[config.mk]
export PLATFORM = sky130hd
export DESIGN_NAME = cordic_batch_sequencer
export DESIGN_NICKNAME = d
export VERILOG_FILES = /design/src/rtl/cordic_batch_sequencer.sv
export SDC_FILE = /design/constraint.sdc
export NUM_CORES = 1
export LEC_CHECK = 0
export ABC_AREA = 0
export ABC_CLOCK_PERIOD_IN_PS = 5800
export BUFFER_PORTS_ARGS = -buffer_cell sky130_fd_sc_hd__buf_2
export CAP_MARGIN = 10
export CORE_MARGIN = 2
export CORE_UTILIZATION = 50
export DETAILED_ROUTE_END_ITERATION = 6
export PLACE_DENSITY = 0.77
export SYNTH_ARGS = -nofsm -noshare
export SYNTH_HDL_FRONTEND = slang
export SYNTH_SLANG_ARGS = --single-unit
[constraint.sdc]
create_clock -name clock -period 5.8 [get_ports clock]
set_input_delay 0.29 -clock clock [delete_from_list [all_inputs] [get_ports clock]]
set_output_delay 0.29 -clock clock [all_outputs]
set_load 0.05 [all_outputs]
[src/rtl/cordic_batch_sequencer.sv]
// Batch sequencer for the inner-cosine / fp-accumulator datapath.
// Accepts a batch command, streams samples into the pipeline under a shared
// clock-enable, tags the first and last sample through delay lines matched
// to the datapath latency, and returns the accumulated sum with sticky flags.
module cordic_batch_sequencer #(
  parameter int unsigned INNER_LAT = 43,
  parameter int unsigned ACC_LAT   = 8,
  parameter int unsigned CNT_W     = 16
) (
  input  logic             clock,
  input  logic             reset,
  input  logic             cmd_valid,
  output logic             cmd_ready,
  input  logic [CNT_W-1:0] cmd_count,
  input  logic             in_valid,
  output logic             in_ready,
  input  logic [31:0]      in_data,
  output logic             pipe_en,
  output logic [31:0]      pipe_dataa,
  output logic             acc_n,
  input  logic [31:0]      acc_result,
  input  logic             acc_xo,
  input  logic             acc_xu,
  output logic             res_valid,
  input  logic             res_ready,
  output logic [31:0]      res_data,
  output logic [1:0]       res_flags,
  output logic             busy
);

  localparam int unsigned LAST_LAT = INNER_LAT + ACC_LAT;

  typedef enum logic [1:0] {IDLE, FEED, DRAIN, HOLD} state_t;

  state_t state;
  state_t state_next;

  logic [CNT_W-1:0]    remaining;
  logic                first_pending;
  logic [INNER_LAT-1:0] first_line;
  logic [LAST_LAT-1:0]  last_line;
  logic                acc_seen;
  logic                sticky_xo;
  logic                sticky_xu;

  logic cmd_fire;
  logic issue;
  logic last_issue;
  logic capture;
  logic flag_window;

  assign cmd_fire    = cmd_valid && cmd_ready;
  assign issue       = in_valid && in_ready;
  assign last_issue  = issue && (remaining == CNT_W'(1));
  assign capture     = (state == DRAIN) && last_line[LAST_LAT-1];
  assign flag_window = ((state == FEED) || (state == DRAIN)) && acc_seen;

  assign pipe_dataa = in_data;
  assign acc_n      = first_line[INNER_LAT-1];
  assign busy       = (state != IDLE);

  // FSM state register
  always_ff @(posedge clock) begin
    if (reset) state <= IDLE;
    else       state <= state_next;
  end

  // Next-state decode plus handshake readies and the shared clock-enable
  always_comb begin
    state_next = state;
    cmd_ready  = 1'b0;
    in_ready   = 1'b0;
    pipe_en    = 1'b0;
    case (state)
      IDLE: begin
        cmd_ready = 1'b1;
        if (cmd_valid) state_next = (cmd_count == '0) ? HOLD : FEED;
      end
      FEED: begin
        in_ready = 1'b1;
        pipe_en  = in_valid;
        if (in_valid && (remaining == CNT_W'(1))) state_next = DRAIN;
      end
      DRAIN: begin
        pipe_en = 1'b1;
        if (last_line[LAST_LAT-1]) state_next = HOLD;
      end
      HOLD: begin
        if (res_ready) state_next = IDLE;
      end
      default: state_next = IDLE;
    endcase
  end

  // Batch counter, tag delay lines, sticky flags and the result register
  always_ff @(posedge clock) begin
    if (reset) begin
      remaining     <= '0;
      first_pending <= 1'b0;
      first_line    <= '0;
      last_line     <= '0;
      acc_seen      <= 1'b0;
      sticky_xo     <= 1'b0;
      sticky_xu     <= 1'b0;
      res_valid     <= 1'b0;
      res_data      <= '0;
      res_flags     <= '0;
    end else begin
      if (cmd_fire) begin
        remaining     <= cmd_count;
        first_pending <= 1'b1;
        acc_seen      <= 1'b0;
        sticky_xo     <= 1'b0;
        sticky_xu     <= 1'b0;
      end else begin
        if (issue) begin
          remaining     <= remaining - CNT_W'(1);
          first_pending <= 1'b0;
        end
        if (flag_window) begin
          sticky_xo <= sticky_xo | acc_xo;
          sticky_xu <= sticky_xu | acc_xu;
        end
        if (pipe_en && acc_n) acc_seen <= 1'b1;
      end

      // Tags advance only with the datapath so stalls keep them aligned
      if (pipe_en) begin
        first_line <= {first_line[INNER_LAT-2:0], issue && first_pending};
        last_line  <= {last_line[LAST_LAT-2:0], last_issue};
      end

      // Capture also flushes the tag lines; HOLD freezes them otherwise
      if (capture) begin
        res_valid  <= 1'b1;
        res_data   <= acc_result;
        res_flags  <= {sticky_xo | (flag_window & acc_xo),
                       sticky_xu | (flag_window & acc_xu)};
        first_line <= '0;
        last_line  <= '0;
      end else if (cmd_fire && (cmd_count == '0)) begin
        res_valid <= 1'b1;
        res_data  <= '0;
        res_flags <= '0;
      end else if (res_valid && res_ready) begin
        res_valid <= 1'b0;
      end
    end
  end

endmodule

Yosys cells after proc, flatten, opt, wreduce, memory -nomap -nowiden:

Index checks and enable logic that the tools add are counted.
Widths: inputs -> output; s select.

* input port bits: 87
* bits in registers: 151
* output and inout port bits: 72
* logic and storage cells: 66

* eq/ne operators: 8
* reduce and logical (&&, ||, !) cells: 20
* $add $sub $neg: 1
* bitwise logic cells: 6
* multiplexer cells: 20

Operator list (count)
* $mux 32: 2
* $mux 16: 2
* $eq 16x1->1 const B: 1
* $logic_not 16->1: 1
* $sub 16x1->16 const B: 1
* $mux 2: 7
* $logic_and 1x1->1: 10
* $pmux 2 s4: 1
* $mux 1: 7
* $ne 2x2->1 const B: 3
* $reduce_bool 2->1: 3
* $eq 2x2->1 const B: 2
* $or 1x1->1: 4
* $reduce_and 4->1: 1
* $reduce_or 2->1: 2
* $reduce_bool 3->1: 1
* $and 1x1->1: 2
* $eq 2x1->1 const B: 1
* $logic_not 2->1: 1
* $ne 2x1->1 const B: 1
* $pmux 1 s2: 1
* $logic_or 1x1->1: 1

Longest topological paths before layout:

Gate-level depths: netlist (run 1).

* depth in word-level cells: 6
* mapped depth: 10
* depth with buffers taken out: 7

Worst setup path after synthesis (run 1):

Ideal clock, no wire load.

* kind: register to register
* from: register state[1]
* to: register first_line[20]
* buffers on the path: 2
* data required time: 5730 ps
* clock period less this slack: 2533 ps
* cell stages (with the launch flop): 10
* arrival: 2462 ps
* library setup time: 70 ps
* path slack: 3267 ps
* path through: dfxtp_1 > inv_1 > ha_1 > and2_1 > clkbuf_1 > o21ai_1 > inv_1 > clkbuf_1 > nand2_1 > a21oi_1

* elaborated cells between the ends (all ways): 5
* classes of those cells: 2 x eq/ne; 1 x mux; 2 x reduce/logical

RTL lines
* start: declaration: line 35 `state_t state;`
* start signal: assignment: line 65 `else state <= state_next;`
* $eq 2x2->1 / $eq 2x1->1 (equally long branches): line 74 `case (state)`
* $pmux 1 s2 *: line 74
* via pipe_en: line 18 `output logic pipe_en,`
* end signal: assignment: line 129 `first_line <= {first_line[INNER_LAT-2:0], issue && first_pending};`
* end: declaration: line 40 `logic [INNER_LAT-1:0] first_line;`

Mark *: on every way through the listed nets, which the timed path passes. The rest lies on a longest branch.
A chain may end at the register's enable or synchronous reset.

Worst setup path in the final report (run 1):

* from: register state[1]
* to: output port pipe_en

* cells in the longest elaborated chain, start to end: 2
* elaborated cells between the ends (all ways): 3
* classes of those cells: 2 x eq/ne; 1 x mux

Ends and longest elaborated chain (line)
* $eq 2x2->1 / $eq 2x1->1 (equally long branches): 74
* $pmux 1 s2 *: 74
* end: declaration: 18

Mark *: on every way between the ends. The rest lies on a longest branch, timed or not.

==> summary.txt, run 1 <==
gpl congestion - 0.793
count of input and output buffers - 94
Achievable Freq - 260 MHz
dominant synthesized flop cell - dfxtp_1
flops & latches, synth - 151
crit start category - register
Pleak - 0.00252 uW
Die Y - 112 um
Max IR drop VDD - 0.386 mV
DR pass1 iterations - 4
H-Tree Depth - 4
post-layout min period - 3.84 ns
final WL - 11500 um
RSZ-0062 raised after global routing - false
Final HPWL DP - 7330 um
Total GRT Usage - 18.2%
DIE AREA - 12500 um^2
Clock power frac - 41.2%
area grow syn2layout - 15.5%
Finish-stage setup viols - 0
crit path from - state[1]
Clock Latency Late Sink - 0.41 ns
Initial Utilization - 51.0%
most common library cells after synthesis - nand2_1 (192), dfxtp_1 (151), a21oi_1 (96)
Die W - 112 um
CTS Root Cell - clkbuf_16
Clock Path Buffers - 2
drt wl/cell - 13.2 um
Worst Path Class, Setup - reg2out
Ys Warns - 0
hold_buf cts - 0
syn nets - 773
Worst Hold Class - in2reg
Post-synth EDFFs - 0
synth unique cells - 42
Synth area leader - dfxtp_1
period utilization - 66.3%
internal power - 1870 uW
cts bufs inserted - 17
top-count cell post-synth - nand2_1
detailed-route DRC error count - 0
Synth Area per Inst - 8.54 um^2
worst-margin pin slew - 1.34 ns
Max Cap Violations - 0
FF-to-FF Start - state[1]
# diodes - 0
row count - 39
Synth top area share - 52.1%
outcome - completed
via count - 4674
Combinational Power Share - 16.9%
drt first-iter violations - 233
Worst EP required - 5.51 ns
Filler Cell Count - 948
DRT antenna net count - 0
final hold vios - 0
initial antenna violation count - 0
clk_skew - 0.00687 ns
first-pass GRT wire length - 19000 um
PD cells - 399 nW/um^2
Worst Min Path Start - acc_result[12]
post-cts resize count - 0
crit path DAT - 3.55 ns
cells after synthesis - 679
Top-Level Pins - 159
CTS clock-pin slew for the worst setup and hold paths - 0.06 ns
Worst slew margin - 10.7%
total negative setup slack - 0 ns
Post-CTS Repair Setup Buffers - 0
Sequential Power Share - 41.9%
Max Fanout on Critical Path - 95
net switching power - 803 uW
core box area - 11400 um^2
ys async rst share - 0%
final hold slack - 0.0928 ns
kind of end point of the critical path - output pin
Via density - 5.35
layout cell share with drive strength beyond 1 - 19.3%
CTS tree - yes
count of pins over their slew limit - 0
largest net degree at the start of global routing - 96
Post-Syn Area - 5800 um^2
Sw Ratio - 30.0%
Layout Nets - 812
Seq/Total Area, Yosys - 52.1%
Clock Sinks - 151
vias in the first global route - 4361
grt ovf - 0
synth top area cells - dfxtp_1 (52%), nand2_1 (12%), a21oi_1 (8.3%)
state kept, by name (all words and copies together), names as in the netlist:
register,flops
sticky_xo,1
res_valid,1
state,2
res_data,32
remaining,16
last_line,51
res_flags,2
sticky_xu,1
first_pending,1
acc_seen,1
first_line,43
placed cells by master, fill, tap and decap left out, drive strengths merged, types with 3 or more instances in the layout:
cell type  instances
nand2b             5
ha                 7
clkbuf            18
a22o              32
a311oi             3
o21ai              3
nor4              12
xnor2             10
nand3              3
dfxtp            151
nor2              22
buf               98
or2                3
a31oi              4
a21oi             96
nand4              5
or4                4
inv               15
nand2            192
nor3               6
a211oi            13
or3                4
per-stage QoR:
| step | setup slack [ns] | area, um^2 | instances | total power (uW) | utilization, % |
|---|---|---|---|---|---|
| after floorplan | 3.27 | 5800 | 679 | 1550 | - |
| after global placement | 2.51 | 6080 | 841 | 1570 | 53.5 |
| after detailed placement | 2.40 | 6080 | 841 | 1590 | 53.5 |
| after CTS | 1.95 | 6680 | 872 | 2690 | 58.8 |
| after global routing | 1.68 | 6700 | 873 | 2780 | 58.9 |
| final | 1.96 | 6700 | 873 | 2670 | 58.9 |
power groups by stage:
stage / clock, uW / combinational, uW / sequential [uW]
after floorplan: 0 / 420 / 1130
after global placement: 0 / 432 / 1140
after detailed placement: 0 / 447 / 1140
after CTS: 1120 / 451 / 1120
after global routing: 1160 / 494 / 1130
final: 1100 / 452 / 1120
final cells by class:
cell class | instances | area [um^2] | area share, %
inverters | 7 | 26.3 | 0.392
multi-input cells | 443 | 2360 | 35.3
repair buffers | 98 | 508 | 7.58
well taps | 143 | 179 | 2.67
clock inverters | 13 | 160 | 2.39
clock buffers | 18 | 439 | 6.56
flip-flops and latches | 151 | 3020 | 45.1
critical path, stage by stage (launching register included):
cell     delay [ns]
dfxtp_1        0.33
inv_1          0.13
ha_1           0.31
and2_1         0.34
o21ai_4        0.07
buf_4          0.38
inv_2          0.63
buf_4          0.55
buf_2          0.36
path summary, 6_finish.rpt:
kind | endpoint | slack, ns | cells past startpoint
setup / recovery | pipe_en | 1.96 | 8
hold / removal | res_data[12] | 0.09 | 2
hold reg to reg | last_line[34] | 0.45 | 2
setup reg to reg | first_line[14] | 2.57 | 9
per-layer routing:
layer	GRT usage, %	wire [um]
met1	21.0	5000
met2	32.3	5870
met3	5.01	519
met4	6.26	120
met5	0	0
cells by family (layout without fill, tap and decap cells):
family	count (synthesis)	count (layout)	share of synthesized area [%]
DFF	151	151	52.1
buffers and inverters	85	136	7.70
adders and majority gates	7	7	1.51
muxes	1	1	0.173
AOI/OAI and AO/OA	161	161	17.4
and+or+nand+nor	262	262	19.2
xor gates and xnor gates	12	12	1.81
Power figures use the tool's default switching activity.
==> run 2: changes to the inputs <==
--- a/config.mk
+++ b/config.mk
@@ -6,13 +6,13 @@
 export NUM_CORES = 1
 export LEC_CHECK = 0
 export ABC_AREA = 0
-export ABC_CLOCK_PERIOD_IN_PS = 5800
+export ABC_CLOCK_PERIOD_IN_PS = 3100
 export BUFFER_PORTS_ARGS = -buffer_cell sky130_fd_sc_hd__buf_2
 export CAP_MARGIN = 10
 export CORE_MARGIN = 2
-export CORE_UTILIZATION = 50
+export CORE_UTILIZATION = 47
 export DETAILED_ROUTE_END_ITERATION = 6
-export PLACE_DENSITY = 0.77
+export PLACE_DENSITY = 0.76
 export SYNTH_ARGS = -nofsm -noshare
 export SYNTH_HDL_FRONTEND = slang
 export SYNTH_SLANG_ARGS = --single-unit
==> constraint.sdc (replaced) <==
create_clock -name clock -period 3.1 [get_ports clock]
set_input_delay 0.155 -clock clock [delete_from_list [all_inputs] [get_ports clock]]
set_output_delay 0.155 -clock clock [all_outputs]
set_load 0.05 [all_outputs]
==> summary.txt, run 2 (synthesized netlist as in run 1, its figures left out) <==
outcome - completed
Worst Hold Class - in2reg
crit start category - register
row count - 40
Initial Utilization - 48.3%
vias in the first global route - 4809
largest net degree at the start of global routing - 95
CTS Root Cell - clkbuf_16
internal power - 3570 uW
count of input and output buffers - 94
grt ovf - 0
CTS clock-pin slew for the worst setup and hold paths - 0.06 ns
drt first-iter violations - 301
Top-Level Pins - 159
Clock Sinks - 151
post-layout min period - 2.56 ns
worst-margin pin slew - 0.887 ns
area grow syn2layout - 22.1%
worst slack at placement - 0.839 ns
setup ws final - 0.543 ns
detailed-route DRC error count - 0
first-pass GRT wire length - 21300 um
DIE AREA - 13200 um^2
Max Fanout on Critical Path - 32
final hold vios - 0
Sequential Power Share - 41.2%
final hold slack - 0.0468 ns
Worst slew margin - 40.7%
Layout Nets - 847
Clock Path Buffers - 2
crit path DAT - 2.40 ns
clk_skew - 0.00959 ns
Finish-stage setup viols - 0
cts bufs inserted - 17
Max IR drop VDD - 0.410 mV
Die W - 115 um
Final HPWL DP - 7450 um
most frequent cells in the layout - nand2_1 (192), dfxtp_1 (151), a21oi_1 (96)
drt wl/cell - 13.7 um
Worst Hold Depth - 3
Filler Cell Count - 987
kind of end point of the critical path - output pin
final WL - 12500 um
Clock power frac - 41.0%
core box area - 12000 um^2
final core utilization - 59.0%
Combinational Power Share - 17.8%
PD cells - 719 nW/um^2
Total GRT Usage - 19.8%
total chip power - 5090 uW
Pleak - 0.00268 uW
Achievable Freq - 391 MHz
DRT antenna net count - 0
layout cell share with drive strength beyond 1 - 18.8%
count of pins over their slew limit - 0
commonest non-fill, non-tap cell in the layout - nand2_1
Post-CTS Repair Setup Buffers - 0
# diodes - 0
reg2reg path depth - 7
total negative setup slack - 0 ns
Via density - 5.31
period utilization - 82.5%
RSZ-0062 raised after global routing - false
H-Tree Depth - 4
Top reg by flops - last_line
DR pass1 iterations - 4
max FFs per register - 51
Sw Ratio - 29.9%
Worst EP required - 2.94 ns
Clock Latency Late Sink - 0.41 ns
net switching power - 1520 uW
Max Cap Violations - 0
Die Y - 115 um
CTS tree - yes
top flop regs - last_line x51, first_line x43, res_data x32
via count - 4848
initial antenna violation count - 0
gpl congestion - 0.856
Worst Path Class, Setup - reg2out
run 2: power groups by stage:
| stage | Combinational [uW] | Clock, uW | Sequential [uW] |
|---|---|---|---|
| after floorplan | 785 | 0 | 2120 |
| final | 906 | 2090 | 2100 |
| after global routing | 990 | 2210 | 2110 |
| after detailed placement | 856 | 0 | 2140 |
| after global placement | 831 | 0 | 2130 |
| after CTS | 897 | 2120 | 2090 |
run 2: layer usage:
metal,GRT usage [%],vias to the layer above,routed length [um]
met1,23.2,2274,5330
met2,34.0,114,6330
met3,5.69,31,586
li1,-,2429,-
met5,0,-,0
met4,8.35,0,227
run 2: timing repair:
item / in CTS / in global routing
endpoints found under the hold margin: 33 / 0
hold buffers: 33 / 0
gates resized for setup: 0 / 0
run 2: through the flow:
step / instance area (um^2) / cells
final: 7080 / 913
after CTS: 7080 / 913
after global placement: 6140 / 848
after detailed placement: 6140 / 848
after global routing: 7080 / 913
after floorplan: 5800 / 679
run 2: layout make-up:
| cell class | instances | area [um^2] | area share (%) |
|---|---|---|---|
| multi-input cells | 443 | 2360 | 33.4 |
| clock inverters | 13 | 163 | 2.30 |
| flip-flops and latches | 151 | 3020 | 42.7 |
| inverters | 7 | 26.3 | 0.371 |
| clock buffers | 19 | 453 | 6.39 |
| well taps | 147 | 184 | 2.60 |
| repair buffers | 133 | 871 | 12.3 |
run 2: worst max-delay path, stage by stage, from the launching register on:
cell	delay, ns
dfxtp_1	0.34
inv_1	0.13
ha_1	0.30
and2_1	0.33
o21ai_4	0.08
inv_2	0.42
buf_2	0.37
run 2: worst paths after layout:
path,start,to,slack [ns]
worst max-delay path,state[1],pipe_en,0.54
worst min-delay path,cmd_count[11],remaining[11],0.05
worst max register to register,state[1],last_line[13],0.71
worst min register to register,first_line[8],first_line[9],0.45
